--- src/rtl/credit_arb_pkg.sv ---
// Shared sizes, FSM state type and saturating adder for the credit arbiter.
// The starvation guard is built only when CREDIT_ARB_STARVE_EN is defined.
package credit_arb_pkg;

  localparam int NREQ       = 4;
  localparam int CW         = 4;
  localparam int AW         = 2;
  localparam int PW         = 2;
  localparam int STARVE_MAX = 7;

  typedef enum logic {
    INIT = 1'b0,
    RUN  = 1'b1
  } arb_state_t;

  // Adds a small return amount to the pool, clamping at the pool maximum.
  function automatic logic [CW-1:0] sat_add(input logic [CW-1:0] a,
                                            input logic [AW-1:0] b);
    logic [CW:0] sum;
    sum = {1'b0, a} + {{(CW-AW+1){1'b0}}, b};
    return sum[CW] ? {CW{1'b1}} : sum[CW-1:0];
  endfunction

endpackage

--- src/rtl/credit_rr_pick.sv ---
// Rotating-priority picker: first set bit of eligible at or after ptr,
// scanning upward modulo NREQ. Purely combinational.
module credit_rr_pick
  import credit_arb_pkg::*;
(
  input  logic [NREQ-1:0] eligible,
  input  logic [PW-1:0]   ptr,
  output logic [NREQ-1:0] grant,
  output logic            valid
);

  logic [PW-1:0] idx;

  always_comb begin
    grant = '0;
    valid = 1'b0;
    idx   = ptr;
    for (int k = 0; k < NREQ; k++) begin
      idx = ptr + PW'(k);
      if (!valid && eligible[idx]) begin
        grant[idx] = 1'b1;
        valid      = 1'b1;
      end
    end
  end

endmodule

--- src/rtl/credit_arbiter.sv ---
// Credit-pool arbiter: four requesters consume from a shared pool, one grant
// per cycle in round-robin order. Define CREDIT_ARB_STARVE_EN for the starvation guard.
module credit_arbiter
  import credit_arb_pkg::*;
(
  input  logic                 clk,
  input  logic                 rst,
  input  logic [CW-1:0]        cfg_initial,
  input  logic                 reinit_req,
  output logic                 reinit_ack,
  input  logic [NREQ-1:0]      req_valid,
  input  logic [NREQ*AW-1:0]   req_amt,
  output logic [NREQ-1:0]      req_grant,
  input  logic                 ret_valid,
  input  logic [AW-1:0]        ret_amt,
  output logic [CW-1:0]        credits,
  output logic [CW-1:0]        credits_next
);

  // Handshake: a requester holds req_valid/req_amt until it sees req_grant in
  // the same cycle; the grant is the consume strobe. ret_valid is a one-cycle
  // strobe with no backpressure. reinit_ack marks the cycle the reload lands.

  arb_state_t      state_q, state_d;
  logic [PW-1:0]   rr_ptr_q, rr_ptr_d;
  logic [CW-1:0]   credits_q, credits_d;
  logic [CW-1:0]   avail;
  logic [NREQ-1:0] eligible;
  logic [NREQ-1:0] pick_in;
  logic [NREQ-1:0] pick_grant;
  logic            pick_valid;
  logic [AW-1:0]   grant_amt;
  logic [PW-1:0]   grant_idx;
  logic            grant_en;

  // Returns are folded in before the eligibility test so they can enable a grant.
  always_comb begin
    avail = ret_valid ? sat_add(credits_q, ret_amt) : credits_q;
    for (int i = 0; i < NREQ; i++) begin
      eligible[i] = req_valid[i] && ({{(CW-AW){1'b0}}, req_amt[AW*i +: AW]} <= avail);
    end
  end

`ifdef CREDIT_ARB_STARVE_EN
  logic [2:0]      wait_q [NREQ];
  logic [NREQ-1:0] starved;
  logic [NREQ-1:0] pin_grant;
  logic            pin_valid;

  always_comb begin
    for (int i = 0; i < NREQ; i++) begin
      starved[i] = req_valid[i] && (wait_q[i] == 3'(STARVE_MAX));
    end
  end

  credit_rr_pick u_pin_pick (
    .eligible (starved),
    .ptr      (rr_ptr_q),
    .grant    (pin_grant),
    .valid    (pin_valid)
  );

  // A pinned requester blocks everyone else, even while it cannot yet afford its amount.
  assign pick_in = pin_valid ? (eligible & pin_grant) : eligible;

  always_ff @(posedge clk or posedge rst) begin
    if (rst) begin
      for (int i = 0; i < NREQ; i++) wait_q[i] <= '0;
    end else begin
      for (int i = 0; i < NREQ; i++) begin
        if (req_valid[i] && !req_grant[i]) begin
          if (wait_q[i] != 3'(STARVE_MAX)) wait_q[i] <= wait_q[i] + 3'd1;
        end else begin
          wait_q[i] <= '0;
        end
      end
    end
  end
`else
  assign pick_in = eligible;
`endif

  credit_rr_pick u_pick (
    .eligible (pick_in),
    .ptr      (rr_ptr_q),
    .grant    (pick_grant),
    .valid    (pick_valid)
  );

  always_comb begin
    grant_amt = '0;
    grant_idx = '0;
    for (int i = 0; i < NREQ; i++) begin
      if (pick_grant[i]) begin
        grant_amt = req_amt[AW*i +: AW];
        grant_idx = PW'(i);
      end
    end
  end

  always_comb begin
    state_d    = state_q;
    rr_ptr_d   = rr_ptr_q;
    credits_d  = credits_q;
    reinit_ack = 1'b0;
    grant_en   = 1'b0;
    req_grant  = '0;
    case (state_q)
      INIT: begin
        reinit_ack = 1'b1;
        credits_d  = cfg_initial;
        state_d    = RUN;
      end
      RUN: begin
        grant_en  = !reinit_req;
        credits_d = avail;
        if (grant_en && pick_valid) begin
          req_grant = pick_grant;
          credits_d = avail - {{(CW-AW){1'b0}}, grant_amt};
          rr_ptr_d  = grant_idx + PW'(1);
        end
        if (reinit_req) state_d = INIT;
      end
      default: state_d = INIT;
    endcase
  end

  always_ff @(posedge clk or posedge rst) begin
    if (rst) begin
      state_q   <= INIT;
      rr_ptr_q  <= '0;
      credits_q <= '0;
    end else begin
      state_q   <= state_d;
      rr_ptr_q  <= rr_ptr_d;
      credits_q <= credits_d;
    end
  end

  assign credits      = credits_q;
  assign credits_next = credits_d;

endmodule

--- config.mk ---
export PLATFORM = sky130hd
export DESIGN_NAME = credit_arbiter
export DESIGN_NICKNAME = d
export VERILOG_FILES = /design/src/rtl/credit_arb_pkg.sv /design/src/rtl/credit_rr_pick.sv /design/src/rtl/credit_arbiter.sv
export SDC_FILE = /design/constraint.sdc
export NUM_CORES = 1
export LEC_CHECK = 0
export CAP_MARGIN = 10
export CORE_MARGIN = 1.5
export CORE_UTILIZATION = 49
export CTS_CLUSTER_SIZE = 28
export DETAILED_ROUTE_END_ITERATION = 8
export PLACE_DENSITY = 0.78
export SYNTH_ARGS = -nofsm -noshare
export SYNTH_HDL_FRONTEND = slang
export SYNTH_SLANG_ARGS = --single-unit
--- constraint.sdc ---
create_clock -name clk -period 8.25 [get_ports clk]
set_clock_uncertainty 0.2 [all_clocks]
set_input_delay 0.825 -clock clk [delete_from_list [all_inputs] [get_ports clk]]
set_output_delay 0.825 -clock clk [all_outputs]
set_load 0.05 [all_outputs]
==> run summary, run 1 <==
outcome - finished, final reports clean
number of flops mapped to enable cells by yosys - 0
Hold Buf Count CTS - 0
CTS Buf Count - 3
CTS max path bufs - 2
LEAKAGE - 0.781 nW
Max FO, Critical Path - 7
critical path cell sequence - clkdlybuf4s50_1, ha_1, inv_1, fa_1, nand3b_1, nand3b_1, o21ai_0, inv_1, ha_1, nor2_1, nor2_1, o41ai_4, nand2_1, mux4_2, or3_4, and4_1, a221oi_1, o31ai_1, ha_1, mux2_2, a21oi_1, clkdlybuf4s50_1
Overall Global Routing Usage - 21.9%
CP arrival - 6.88 ns
worst-margin pin slew - 0.512 ns
Hold Vio Cnt, Final - 0
register area share after synthesis - 13.0%
Skew-Pair Late Insertion Delay - 0.25 ns
synth warn - 0
post-route ant nets - 0
Syn Nets - 200
ys flop type - dfrtp_1
GRT overflow - 0
leading cell type in the layout, fill and taps excluded - clkdlybuf4s50_1
Final Setup Violations - 0
drc violations - 0
Synth Cell Area - 0.00135 sq mm
die height - 55.5 um
Root Driver - clkbuf_4
cells resized by post-CTS repair - 0
wire length per cell - 14.7 um
Layout area overhead - 29.0%
setup repair bufs after CTS - 0
CP required - 7.22 ns
Site Rows - 18
RSZ-0062 raised after global routing - no
num ports - 35
Buffers on Ports - 34
placed cell area - 0.00171 sq mm
DIE AREA - 0.00308 sq mm
slowest cell on the critical path - clkdlybuf4s50_1
final setup TNS - 0 ns
Hold/Removal Path Class - reg -> reg
Post-synth ARST share - 100%
ANT cells - 0
Post-Route WL - 3340 um
Worst Hold Depth - 1
pin count of the biggest net entering global routing - 14
gpl congestion - 0.885
largest area contributor in the netlist - ha_1
vias per std cell - 6.06
clock transition at the registers of the reported paths - 0.05 ns
Reg2Reg Depth - 21
First DRT Iteration DRCs - 50
max-slew headroom at the worst pin - 65.6%
Slew Limit Fails - 0
CP startpoint kind - input pin
CTS tree - yes
Placeable Area - 0.00254 sq mm
top cells by area, synth - ha_1, dfrtp_1, inv_1
WS Path Type - in -> out
Peak supply drop - 0.381 mV
Design Area, Final - 0.00174 sq mm
Final period util - 95.8%
Die W - 55.5 um
Max-Cap Viols - 0
detailed placer's ending HPWL - 2800 um
fin nets - 237
Cells after Synth - 161
vias in the first global route - 1320
TritonRoute pass-1 iters - 4
Initial Utilization - 53.1%
Fmax achieved - 0.127 GHz
via count - 1375
fraction of layout cells with a size suffix above 1 - 12.7%
Sink Count - 7
Worst Setup End Kind - output pin
slowest cell delay on critical path - 0.85 ns
number of synthesized register bits - 7
CP most frequent cell - ha_1
fin crit period - 7.90 ns
syn_area_per_cell - 8.40 sq um
H-tree levels - 1
Unique masters post-synth - 58
share of the synthesized area in the top cell type - 13.9%
antenna violations before repair - 0
first-pass GRT wire length - 5580 um
commonest cells after routing, fill and taps aside - clkdlybuf4s50_1, inv_1, nor2_1, ha_1, nand2_1
pwr dens - 449 mW/mm^2
## per-layer routing
metal,track usage [%],vias up,share of wire [%]
li1,-,674,-
met1,28.2,635,46
met2,37.2,60,46
met3,2.81,6,6.6
met4,7.67,0,1.4
met5,0,-,0
## where the power goes
group | internal (mW) | switching [mW] | total (mW)
sequential | 0.0499 | 0.0302 | 0.0800
clock | 0.0184 | 0.0114 | 0.0297
combinational | 0.274 | 0.399 | 0.673
## final cells by class
cell class | instances | area (sq um)
clock buffers | 4 | 26.3
fillers | 224 | 801
inverters | 19 | 71.3
multi-input cells | 132 | 1080
flip-flops and latches | 7 | 175
well taps | 30 | 37.5
repair buffers | 35 | 350
## synthesized netlist by cell type (all sizes together), types with 2 or more instances
master	instances
inv	19
ha	15
nor2	15
nand2	10
a21oi	7
dfrtp	7
o21ai	7
mux2i	5
nand2b	5
nand3	5
a221oi	4
a22oi	4
a211oi	3
a21boi	3
a21o	3
a221o	3
mux2	3
o2111ai	3
a31oi	2
and3	2
and4	2
buf	2
fa	2
nand3b	2
nand4b	2
nor2b	2
o21a	2
or2	2
xnor2	2
## critical path: cells and delay by family
| family | cells | cell delay (ns) |
|---|---|---|
| buf+inv | 4 | 1.57 |
| simple gates | 7 | 1.33 |
| compound gates | 5 | 1.28 |
| fa+ha+maj | 4 | 1.12 |
| mux | 2 | 0.75 |
## final timing paths
path                                            from                 endpoint  slack (ns)
max in group asynchronous                        rst     credits[0]$_DFF_PP0_        7.03
worst min register to register     state_q$_DFF_PP0_        state_q$_DFF_PP0_        0.43
worst max register to register  credits[0]$_DFF_PP0_     credits[1]$_DFF_PP0_        2.46
min in group asynchronous                        rst  rr_ptr_q[1]$_DFFE_PP0P_        0.61
worst max-delay path                      ret_amt[0]          credits_next[0]        0.35
worst min-delay path               state_q$_DFF_PP0_        state_q$_DFF_PP0_        0.43
## metrics by stage
stage / instances / hold slack [ns] / worst slack [ns] / util [%] / total power, mW
finish: 227 / 0.434 / 0.346 / 68.5 / 0.783
global route: 227 / 0.500 / 0.000989 / 68.5 / 0.850
CTS: 227 / 0.448 / 0.261 / 68.3 / 0.784
detailed placement: 223 / 0.433 / 0.280 / 67.3 / 0.750
global placement: 223 / 0.402 / 0.403 / 67.3 / 0.731
floorplan: 161 / 0.428 / 1.23 / - / 0.583
## cells by family (layout without fill, tap and decap cells)
| kind of cell | count (synthesis) | after routing | synth area share [%] |
|---|---|---|---|
| AO/OA/AOI/OAI | 49 | 49 | 30.9 |
| multiplexers | 9 | 9 | 7.86 |
| XOR/XNOR | 2 | 2 | 1.30 |
| buffers and inverters | 22 | 58 | 6.94 |
| adder cells (fa/ha/maj) | 17 | 17 | 16.8 |
| flip-flops | 7 | 7 | 13.0 |
| AND/OR/NAND/NOR | 55 | 55 | 23.2 |
## flip-flops by register name, indices dropped and copies added (netlist names)
signal and flops:
rr_ptr_q 2, credits 4, state_q 1
Note: power is estimated with default switching activity, not from simulation.
==> inputs of run 2 (changes only) <==
--- a/config.mk
+++ b/config.mk
@@ -8,7 +8,7 @@
 export CAP_MARGIN = 10
 export CORE_MARGIN = 1.5
 export CORE_UTILIZATION = 49
-export CTS_CLUSTER_SIZE = 28
+export CTS_CLUSTER_DIAMETER = 120
 export DETAILED_ROUTE_END_ITERATION = 8
 export PLACE_DENSITY = 0.78
 export SYNTH_ARGS = -nofsm -noshare
==> constraint.sdc (replaced) <==
create_clock -name clk -period 8.8 [get_ports clk]
set_clock_uncertainty 0.2 [all_clocks]
set_input_delay 0.88 -clock clk [delete_from_list [all_inputs] [get_ports clk]]
set_output_delay 0.88 -clock clk [all_outputs]
set_load 0.05 [all_outputs]
==> run summary, run 2 (synthesized netlist as in run 1, its figures left out) <==
outcome - finished, final reports clean
drc violations - 0
Final period util - 93.9%
Layout area overhead - 28.8%
Worst Hold Launch - state_q$_DFF_PP0_
die height - 55.5 um
Die W - 55.5 um
wire length per cell - 15.3 um
# placed instances - 223
total power - 743 uW
setup repair bufs after CTS - 0
vias in the first global route - 1348
Post-Route WL - 3470 um
RSZ-0062 raised after global routing - no
Hold Vio Cnt, Final - 0
slowest cell on the critical path - clkdlybuf4s50_1
fraction of layout cells with a size suffix above 1 - 12.2%
leading cell type in the layout, fill and taps excluded - clkdlybuf4s50_1
Max FO, Critical Path - 6
H-tree levels - 1
Slew Limit Fails - 0
Flop pwr share - 10.3%
Fmax achieved - 0.121 GHz
pwr dens - 426 mW/mm^2
LEAKAGE - 0.767 nW
Skew-Pair Late Insertion Delay - 0.26 ns
TritonRoute pass-1 iters - 4
worst-margin pin slew - 0.502 ns
non-filler instance count after layout - 227
max-slew headroom at the worst pin - 66.4%
DIE AREA - 0.00308 sq mm
gpl congestion - 0.848
pin count of the biggest net entering global routing - 14
clock share of power - 3.9%
Peak supply drop - 0.368 mV
WS Path Type - in -> out
GRT overflow - 0
CP required - 7.72 ns
post-route ant nets - 0
CP arrival - 7.18 ns
Switch Pwr - 419 uW
via count - 1394
antenna violations before repair - 0
Internal Dissipation - 324 uW
Comb power frac - 85.7%
slowest cell delay on critical path - 0.83 ns
ANT cells - 0
Hold/Removal Path Class - reg -> reg
critical path cell sequence - clkdlybuf4s50_1, ha_1, inv_1, fa_1, nand3b_1, nand3b_1, o21ai_0, inv_1, ha_1, nor2_1, a21boi_0, a22oi_1, nand2b_1, mux4_2, or3_4, and4_1, a221oi_1, o31ai_1, ha_1, fa_1, mux2_2, a21oi_1, clkdlybuf4s50_1
First DRT Iteration DRCs - 50
Site Rows - 18
commonest cells after routing, fill and taps aside - clkdlybuf4s50_1, inv_1, nor2_1, ha_1, nand2_1
max FFs per register - 4
CTS max path bufs - 2
detailed placer's ending HPWL - 2850 um
CTS Buf Count - 3
CP most frequent cell - ha_1
Root Driver - clkbuf_4
Overall Global Routing Usage - 23.5%
CP Launch Point - ret_amt[0]
cells resized by post-CTS repair - 0
CTS tree - yes
CP startpoint kind - input pin
Hold Buf Count CTS - 0
Buffers on Ports - 34
final setup TNS - 0 ns
fin crit period - 8.26 ns
final worst slack - 0.535 ns
fin nets - 237
Initial Utilization - 53.1%
worst r2r src - credits[0]$_DFF_PP0_
clock transition at the registers of the reported paths - 0.05 ns
switching portion of total power - 56.4%
Final Setup Violations - 0
worst slack, placed - 0.624 ns
first-pass GRT wire length - 5890 um
Max-Cap Viols - 0
vias per std cell - 6.14
num ports - 35
Sink Count - 7
Worst Setup End Kind - output pin
Placeable Area - 0.00254 sq mm
[run 2: cell types whose count changed in the layout (fill, tap and decap cells not counted), sizes merged]
cell           change
clkdlybuf4s50      +3
dlymetal6s2s       -2
buf                -1
[run 2: layout make-up]
class,count,area (sq um)
fillers,224,803
well taps,30,37.5
multi-input cells,132,1080
clock buffers,4,26.3
inverters,19,71.3
flip-flops and latches,7,175
repair buffers,35,348
[run 2: power groups by stage]
stage	logic [mW]	clock network (mW)	registers, mW
after floorplan	0.449	0	0.0972
after global placement	0.615	0	0.0744
after detailed placement	0.631	0	0.0770
after CTS	0.633	0.0317	0.0765
after global routing	0.696	0.0312	0.0816
final	0.637	0.0293	0.0767
[run 2: metrics by stage]
stage | instance area (sq um) | hold WS, ns | utilization (%)
global route | 1740 | 0.463 | 68.4
global placement | 1720 | 0.405 | 67.4
CTS | 1740 | 0.438 | 68.4
finish | 1740 | 0.427 | 68.4
detailed placement | 1720 | 0.422 | 67.4
floorplan | 1350 | 0.430 | -
[run 2: worst max-delay path, delay by kind of cell]
family | cells | cell delay [ns]
buffers and inverters | 4 | 1.53
adder cells (fa/ha/maj) | 5 | 1.49
AO/OA/AOI/OAI | 6 | 1.38
AND/OR/NAND/NOR | 6 | 1.18
multiplexers | 2 | 0.74
[run 2: final timing paths]
| kind | end | slack [ns] | cells past startpoint |
|---|---|---|---|
| max | credits_next[1] | 0.54 | 23 |
| min | state_q$_DFF_PP0_ | 0.43 | 1 |
| max reg2reg | credits[1]$_DFF_PP0_ | 3.09 | 21 |
| min reg2reg | state_q$_DFF_PP0_ | 0.43 | 1 |
| max in group asynchronous | rr_ptr_q[1]$_DFFE_PP0P_ | 7.55 | 2 |
| min in group asynchronous | credits[1]$_DFF_PP0_ | 0.65 | 2 |
[run 2: routing by layer]
metal	up-vias	track usage [%]	routed length, um
li1	676	-	-
met1	626	30.8	1490
met2	77	37.9	1620
met3	15	2.58	241
met4	0	11.8	119
met5	-	0	0
